`src/rtl/mcbsp_arb_pkg.sv`:
```
// Shared types and constants for the McBSP transmit arbiter.
// Holds the arbiter FSM state encoding, datapath widths and the
// word-length clamp used when a frame is granted.
package mcbsp_arb_pkg;

  localparam int TIMER_W         = 17;
  localparam int NUMBER_W        = 9;
  localparam int LENGTH_W        = 7;
  localparam int DATA_W          = 32;
  localparam int LEN_MIN_DEFAULT = 8;

  typedef enum logic [2:0] {
    IDLE  = 3'd0,
    GRANT = 3'd1,
    START = 3'd2,
    FRAME = 3'd3,
    GAP   = 3'd4
  } arb_state_e;

  // Word lengths below the master's minimum are raised to that minimum.
  function automatic logic [LENGTH_W-1:0] clamp_length(
    input logic [LENGTH_W-1:0] len,
    input logic [LENGTH_W-1:0] len_min
  );
    return (len < len_min) ? len_min : len;
  endfunction

endpackage

```
`src/rtl/mcbsp_rr_picker.sv`:
```
// Request picker for the McBSP transmit arbiter.
// Turns a request vector into a one-hot winner. The default build does a
// round-robin search starting at ptr_i; defining MCBSP_ARB_FIXED_PRIO_EN
// switches to fixed priority (lowest index wins) and ignores the pointer.
module mcbsp_rr_picker #(
  parameter int NUM_REQ = 4,
  parameter int PTR_W   = 2
) (
  input  logic [NUM_REQ-1:0] req_i,
  input  logic [PTR_W-1:0]   ptr_i,
  output logic [NUM_REQ-1:0] gnt_o,
  output logic               valid_o
);

  assign valid_o = |req_i;

`ifdef MCBSP_ARB_FIXED_PRIO_EN
  logic [PTR_W-1:0] unused_ptr;
  assign unused_ptr = ptr_i;

  // Lowest set request bit wins.
  always_comb begin
    logic found;
    found = 1'b0;
    gnt_o = '0;
    for (int k = 0; k < NUM_REQ; k++) begin
      if (!found && req_i[k]) begin
        gnt_o[k] = 1'b1;
        found    = 1'b1;
      end
    end
  end
`else
  logic [NUM_REQ-1:0] req_rot;
  logic [NUM_REQ-1:0] gnt_rot;

  // Rotate so the pointer position becomes bit 0, pick lowest, rotate back.
  always_comb begin
    logic found;
    found   = 1'b0;
    gnt_rot = '0;
    req_rot = NUM_REQ'({req_i, req_i} >> ptr_i);
    for (int k = 0; k < NUM_REQ; k++) begin
      if (!found && req_rot[k]) begin
        gnt_rot[k] = 1'b1;
        found      = 1'b1;
      end
    end
    gnt_o = NUM_REQ'(({gnt_rot, gnt_rot} << ptr_i) >> NUM_REQ);
  end
`endif

endmodule

```
`src/rtl/mcbsp_tx_arbiter.sv`:
```
// McBSP transmit arbiter: shares one serial master among NUM_REQ frame
// requesters. Picks a winner, latches its frame length and clamped word
// length, pulses the master enable, times the frame and then enforces an
// idle gap. Master update pulses are forwarded as RAM read strobes to the
// granted requester, capped at the frame's word count.
// Build option: MCBSP_ARB_FIXED_PRIO_EN selects fixed priority in the picker.
module mcbsp_tx_arbiter
  import mcbsp_arb_pkg::*;
#(
  parameter int NUM_REQ    = 4,
  parameter int GAP_CYCLES = 4,
  parameter int LEN_MIN    = LEN_MIN_DEFAULT
) (
  input  logic                        mcbsp_clk_in,
  input  logic                        mcbsp_rst_n_in,
  input  logic [LENGTH_W-1:0]         cfg_length,
  input  logic [NUM_REQ-1:0]          req_in,
  input  logic [NUMBER_W*NUM_REQ-1:0] req_number_in,
  input  logic [DATA_W*NUM_REQ-1:0]   req_data_in,
  output logic [NUM_REQ-1:0]          req_rd_en_out,
  output logic [NUM_REQ-1:0]          req_done_out,
  output logic [NUM_REQ-1:0]          req_err_out,
  input  logic                        mst_update_in,
  output logic                        mst_en_out,
  output logic [NUMBER_W-1:0]         mst_number_out,
  output logic [LENGTH_W-1:0]         mst_length_out,
  output logic [DATA_W-1:0]           mst_data_out,
  output logic                        busy_out,
  output logic [NUM_REQ-1:0]          grant_out
);

  localparam int PTR_W = (NUM_REQ > 1) ? $clog2(NUM_REQ) : 1;

  arb_state_e          state_q, state_d;
  logic [TIMER_W-1:0]  timer_q, timer_d;
  logic [NUMBER_W-1:0] word_q, word_d;
  logic [NUMBER_W-1:0] number_q, number_d;
  logic [LENGTH_W-1:0] length_q, length_d;
  logic [NUM_REQ-1:0]  grant_q, grant_d;
  logic [PTR_W-1:0]    ptr_q, ptr_d;

  logic [NUM_REQ-1:0]  pick_gnt;
  logic                pick_valid;
  logic [NUMBER_W-1:0] pick_number;
  logic [PTR_W-1:0]    grant_idx;
  logic [PTR_W-1:0]    ptr_next;
  logic [TIMER_W-1:0]  frame_cycles;
  logic                fwd_upd;
  logic                reject;
  logic                frame_end;

  mcbsp_rr_picker #(
    .NUM_REQ (NUM_REQ),
    .PTR_W   (PTR_W)
  ) u_picker (
    .req_i   (req_in),
    .ptr_i   (ptr_q),
    .gnt_o   (pick_gnt),
    .valid_o (pick_valid)
  );

  // Frame length of the requester the picker currently favours.
  always_comb begin
    pick_number = '0;
    for (int i = 0; i < NUM_REQ; i++) begin
      if (pick_gnt[i]) pick_number = req_number_in[NUMBER_W*i +: NUMBER_W];
    end
  end

  // Index and data of the granted requester; data is 0 with no grant.
  always_comb begin
    grant_idx    = '0;
    mst_data_out = '0;
    for (int i = 0; i < NUM_REQ; i++) begin
      if (grant_q[i]) begin
        grant_idx    = PTR_W'(i);
        mst_data_out = req_data_in[DATA_W*i +: DATA_W];
      end
    end
  end

  assign ptr_next     = (grant_idx == PTR_W'(NUM_REQ - 1)) ? '0 : grant_idx + PTR_W'(1);
  assign frame_cycles = (TIMER_W'(number_q) + TIMER_W'(2)) * TIMER_W'(length_q);
  assign fwd_upd      = (state_q == FRAME) && mst_update_in && (word_q < number_q);
  assign reject       = (state_q == GRANT) && (number_q == '0);
  assign frame_end    = (state_q == FRAME) && (timer_q == '0);

  assign req_rd_en_out  = grant_q & {NUM_REQ{fwd_upd}};
  assign req_done_out   = grant_q & {NUM_REQ{reject | frame_end}};
  assign req_err_out    = grant_q & {NUM_REQ{reject}};
  assign mst_en_out     = (state_q == START);
  assign mst_number_out = number_q;
  assign mst_length_out = length_q;
  assign busy_out       = (state_q != IDLE);
  assign grant_out      = grant_q;

  // Next-state logic: grant, start, frame timing and the post-frame gap.
  always_comb begin
    state_d  = state_q;
    timer_d  = timer_q;
    word_d   = word_q;
    number_d = number_q;
    length_d = length_q;
    grant_d  = grant_q;
    ptr_d    = ptr_q;
    unique case (state_q)
      IDLE: begin
        if (pick_valid) begin
          state_d  = GRANT;
          grant_d  = pick_gnt;
          number_d = pick_number;
          length_d = clamp_length(cfg_length, LENGTH_W'(LEN_MIN));
          word_d   = '0;
        end
      end
      GRANT: begin
        if (number_q == '0) begin
          // Empty frame: acknowledge with an error, skip the master.
          state_d = GAP;
          timer_d = TIMER_W'(GAP_CYCLES - 1);
          grant_d = '0;
          ptr_d   = ptr_next;
        end else begin
          state_d = START;
        end
      end
      START: begin
        state_d = FRAME;
        timer_d = frame_cycles - TIMER_W'(1);
      end
      FRAME: begin
        if (fwd_upd) word_d = word_q + NUMBER_W'(1);
        if (timer_q == '0) begin
          state_d = GAP;
          timer_d = TIMER_W'(GAP_CYCLES - 1);
          grant_d = '0;
          ptr_d   = ptr_next;
        end else begin
          timer_d = timer_q - TIMER_W'(1);
        end
      end
      GAP: begin
        if (timer_q == '0) state_d = IDLE;
        else               timer_d = timer_q - TIMER_W'(1);
      end
      default: state_d = IDLE;
    endcase
  end

  // State registers; reset mid-frame drops everything without a done pulse.
  always_ff @(posedge mcbsp_clk_in or negedge mcbsp_rst_n_in) begin
    if (!mcbsp_rst_n_in) begin
      state_q  <= IDLE;
      timer_q  <= '0;
      word_q   <= '0;
      number_q <= '0;
      length_q <= '0;
      grant_q  <= '0;
      ptr_q    <= '0;
    end else begin
      state_q  <= state_d;
      timer_q  <= timer_d;
      word_q   <= word_d;
      number_q <= number_d;
      length_q <= length_d;
      grant_q  <= grant_d;
      ptr_q    <= ptr_d;
    end
  end

endmodule

```
`config.mk`:
```
export PLATFORM = sky130hd
export DESIGN_NAME = mcbsp_tx_arbiter
export DESIGN_NICKNAME = d
export VERILOG_FILES = /design/src/rtl/mcbsp_arb_pkg.sv /design/src/rtl/mcbsp_rr_picker.sv /design/src/rtl/mcbsp_tx_arbiter.sv
export SDC_FILE = /design/constraint.sdc
export NUM_CORES = 1
export LEC_CHECK = 0
export CAP_MARGIN = 20
export CORE_AREA = 5 5 173 175
export CTS_BUF_LIST = sky130_fd_sc_hd__clkbuf_4 sky130_fd_sc_hd__clkbuf_8 sky130_fd_sc_hd__clkbuf_16
export CTS_CLUSTER_DIAMETER = 80
export DETAILED_ROUTE_END_ITERATION = 8
export DIE_AREA = 0 0 178 180
export HOLD_SLACK_MARGIN = 0.15
export SKIP_LAST_GASP = 1
export SLEW_MARGIN = 40
export SYNTH_ARGS = -nofsm -noshare
export SYNTH_HDL_FRONTEND = slang
export SYNTH_SLANG_ARGS = --single-unit
```
`constraint.sdc`:
```
create_clock -name mcbsp_clk_in -period 6.9 [get_ports mcbsp_clk_in]
set_clock_uncertainty 0.2 [all_clocks]
set_input_delay 1.035 -clock mcbsp_clk_in [delete_from_list [all_inputs] [get_ports mcbsp_clk_in]]
set_output_delay 1.035 -clock mcbsp_clk_in [all_outputs]
set_load 0.02 [all_outputs]
```
Word-level counts from Yosys, hierarchy flattened

Index checks and enable logic that the tools add are counted.
W data, S select, Z words.

Input port bits: 178
Register bits: 51
Output and inout port bits: 66

Add/subtract/negate cells: 5
$lt $le $gt $ge: 2
Reductions and logical operators: 25
Multiply operators: 1
Bitwise operators: 4
Eq/ne operators: 11
Mux-type cells: 38
Shift-type cells: 2

Operators with widths:

| cell                    | number |
|---|---|
| $mux W32                | 4 |
| $pmux W17 S4            | 1 |
| $mux W9                 | 6 |
| $mux W17                | 3 |
| $sub A17 B1 Y17 const B | 2 |
| $pmux W9 S2             | 1 |
| $logic_not A17 Y1       | 1 |
| $mul A10 B7 Y17         | 1 |
| $pmux W3 S5             | 1 |
| $and A4 B4 Y4           | 3 |
| $mux W3                 | 4 |
| $mux W4                 | 3 |
| $pmux W4 S3             | 1 |
| $reduce_and A3 Y1       | 4 |
| $add A9 B2 Y10 const B  | 1 |
| $mux W2                 | 5 |
| $add A9 B1 Y9 const B   | 1 |
| $logic_not A9 Y1        | 1 |
| $lt A9 B9 Y1            | 1 |
| $ne A2 B2 Y1 const B    | 4 |
| $shl A8 B2 Y8           | 1 |
| $shr A8 B2 Y4           | 1 |
| $logic_and A1 B1 Y1     | 7 |
| $lt A7 B4 Y1 const B    | 1 |
| other kinds (18)        | 30 |

Logic depth before layout (Yosys ltp)

Depth in word-level cells: 16
Mapped depth: 19
Mapped depth without buffers: 19

Modules after synthesis

Synthesis repeated with hierarchy kept, for this count alone.

Cell total of the unflattened synthesis: 858
Area total of the unflattened synthesis: 6727.7 um2

By module, submodules not included:

| module           | instances | cells an instance | area an instance (um2) |
|---|---|---|---|
| mcbsp_tx_arbiter | 1         | 840               | 6613.8 |
| mcbsp_rr_picker  | 1         | 18                | 113.9 |

Worst setup path after synthesis

No wires, ideal clock.

Path type: register to register
From: reg number_q[1], in the netlist mst_number_out[1]
To: reg timer_q[14]
Stages on the path, launching flop included: 19
Clock period less this slack: 5348 ps
Library setup time: 138 ps
Arrival time: 5010 ps
Slack: 1552 ps
Data required time: 6562 ps
Path through: dfrtp_1 > inv_1 > nor3_1 > nand3_1 > xnor2_1 > and2_1 > fa_1 > fa_1 > fa_1 > inv_1 > fa_1 > inv_1 > ha_1 > a21o_1 > a211oi_1 > o21ai_0 > a311oi_1 > xor2_1 > o211ai_1

Word-level cells in the longest chain between the ends: 4
Elaborated cells between the ends (all ways): 7
Those cells by class: 2 x add/sub; 1 x mul; 1 x eq/ne; 1 x mux; 2 x reduce/logical

RTL lines:

| element                | line                    | text |
|---|---|---|
| start, declared        | mcbsp_tx_arbiter.sv:37  | `logic [NUMBER_W-1:0] number_q, number_d;` |
| start signal, assigned | mcbsp_tx_arbiter.sv:164 | `number_q <= number_d;` |
| $add A9 B2 Y10         | mcbsp_tx_arbiter.sv:83  | `assign frame_cycles = (TIMER_W'(number_q) + TIMER_W'(2)) * TIMER_W'(length_q);` |
| $mul A10 B7 Y17        | mcbsp_tx_arbiter.sv:83  |  |
| $sub A17 B1 Y17        | mcbsp_tx_arbiter.sv:129 | `timer_d = frame_cycles - TIMER_W'(1);` |
| $pmux W17 S4           | mcbsp_tx_arbiter.sv:106 | `unique case (state_q)` |
| end signal, assigned   | mcbsp_tx_arbiter.sv:162 | `timer_q <= timer_d;` |
| end, declared          | mcbsp_tx_arbiter.sv:35  | `logic [TIMER_W-1:0] timer_q, timer_d;` |

Parallel ways exist; a longest one is shown, timed or not.
A chain may end at the register's enable or synchronous reset.

Worst setup path in the final report

Same ends and word-level chain as after synthesis.

==> out/qor.csv <==
metric,value,unit
outcome,finished clean,
yosysSeqAreaShare,19.1,%
synth_compound_area_share,26.0,%
drv_slew,0,
synthArstFlopShare,100,%
fillers,2961,
hold_path_end,timer_q[8],
synth_seq_cells,51,
final_cell_mix,"clkdlybuf4s50_1 (242), nand2_1 (102), o21ai_0 (91)",
holdCritPathClass,flip-flop to flip-flop,
reg2regPathDepth,18,
start_util,23.6,%
clk_path_buf_depth,2,
setup_tns,0,ps
utilization,34.1,%
rows,62,
postPlaceCellArea,9490,µm²
cts_resized,0,
coreArea,28300,µm²
synth.avg_cell_area,7.96,µm²
grt_start_max_net_pins,72,
finalSetupViolCount,0,
clk_pin_slew,70,ps
synth_simple_gate_area_share,21.6,%
clock_sinks,51,
viasPerCell,4.85,
ys.flop_type,dfrtp_1,
syn2layout_area_growth,44.4,%
die_y,180,µm
period_share,83.4,%
synthMuxAreaShare,0.598,%
tightest_slew,738,ps
r2r_slack,1140,ps
multi_input_area,4910,µm²
hold_viol,0,
antenna_found_initial,0,
tritoncts,done,
grt_use_total,15.1,%
dpl.cell_count,1431,
drt_pass1_iterations,6,
grt_overflow,0,
synth_edf_count,0,
htreeDepth,2,
via_count,6972,
layout-drive-gt1-share,3.32,%
crit_start,mst_number_out[1],
cts_made_buffers,5,
synthAdderAreaFrac,22.7,%
fin_cells,1439,
syn_area,6690,µm²
cts_root_buf,clkbuf_16,
place_congestion,0.904,
start_kind,flip-flop,
seqCellArea,1280,µm²
finalNetCount,1327,
grt_pass1_wl,39500,µm
crit_path_end_kind,flip-flop,
drt_wl_total,25000,µm
io-pin-count,244,
first_iter_violations,518,
rsz0062_at_grt,no,
r2r-end,timer_q[14],
drc,0,
yosys_warnings,0,
max-cap-violations,0,
post_cts_buffers,0,
worst_skew_pair.late_latency,310,ps
wire_per_inst,17.4,µm
period_needed,5760,ps
post-dp-hpwl,20100,µm
n_antenna_cell,0,
final_cell_area,9660,µm²
worstReg2RegStart,mst_number_out[1],
min_from,timer_q[8],
worstPathMaxFanout,10,
cp.arrival,5730,ps
synth_top_family_by_area,compound AO/OA/AOI/OAI gates,
crit_required,6880,ps
port_buffers,243,
die_x,178,µm
die_area,32000,µm²
max_freq,0.174,GHz
syn_inst,841,
hold_path_depth,1,
antenna_left,0,
slew_headroom,50.3,%
ys_types,66,
cts_hold_buf,0,
synth_xor_area_share,2.49,%
worst-setup-path-type,flip-flop to flip-flop,
grt_pass1_vias,6900,
layout_commonest_cell,clkdlybuf4s50_1,
syn_nets,1114,
## how the worst max path moves through the flow
stage	to	slack (ps)	cells past startpoint
4_1_cts	timer_q[14]	1120	18
3_3_place_gp	timer_q[14]	1320	18
2_1_floorplan	timer_q[14]	1550	18
5_1_grt	timer_q[14]	720	18
3_5_place_dp	timer_q[14]	1150	18
6_report	timer_q[14]	1140	18
## kinds of logic after synthesis
group / after synthesis
AND/OR/NAND/NOR: 286
AO/OA/AOI/OAI: 255
buffers and inverters: 131
adder cells (fa/ha/maj): 95
flip-flops: 51
XOR/XNOR: 19
multiplexers: 4
## synth_stat cells (13+ instances only)
cell / number / share of area (%)
a21oi_1: 39 / 2.9
a221o_1: 41 / 6.1
and2_1: 34 / 3.2
clkbuf_1: 35 / 2.0
dfrtp_1: 51 / 19
fa_1: 44 / 13
ha_1: 51 / 9.5
inv_1: 85 / 4.8
nand2_1: 102 / 5.7
nand3_1: 16 / 1.2
nor2_1: 45 / 2.5
nor2b_1: 24 / 2.2
nor3_1: 13 / 0.97
o21ai_0: 91 / 6.8
## flip-flops by register name, indices dropped and copies added, names as in the netlist
name / cells
mst_length_out: 7
ptr_q: 2
timer_q: 17
word_q: 9
mst_number_out: 9
state_q: 3
grant_out: 4
## cell type report
type / count / area share (%)
Inverter: 86 / 3.34
Sequential cell: 51 / 13.3
Timing Repair Buffer: 251 / 25.8
Multi-Input combinational cell: 659 / 50.9
Clock buffer: 6 / 1.44
Clock inverter: 2 / 0.363
Tap cell: 384 / 4.97
## through the flow
stage / setup WS, ps / hold WS (ps)
2_1_floorplan: 1550 / 288
4_1_cts: 1120 / 344
6_report: 1140 / 348
5_1_grt: 722 / 355
3_3_place_gp: 1320 / 324
3_5_place_dp: 1150 / 328
## critical path, stage by stage, from the launching register on
cell and delay [ps]:
dfrtp_1 530, inv_1 170, nor3_1 220, nand3_1 140, xnor2_1 460, and2_1 230
fa_1 440, fa_1 470, fa_1 540, inv_1 50, fa_1 530, inv_1 40
ha_1 360, a21o_1 180, a211oi_1 360, o21ai_0 130, a311oi_1 290, xor2_1 190
o211ai_1 90
## layer usage
metal | track usage [%] | routed length [µm]
met1 | 20.9 | 11200
met3 | 3.19 | 1270
met4 | 1.76 | 210
met5 | 0 | 0
met2 | 25.0 | 12300
Power is left out: the tool's default activity adds up to more than one toggle a clock period on the data nets, which glitch-free logic cannot reach.
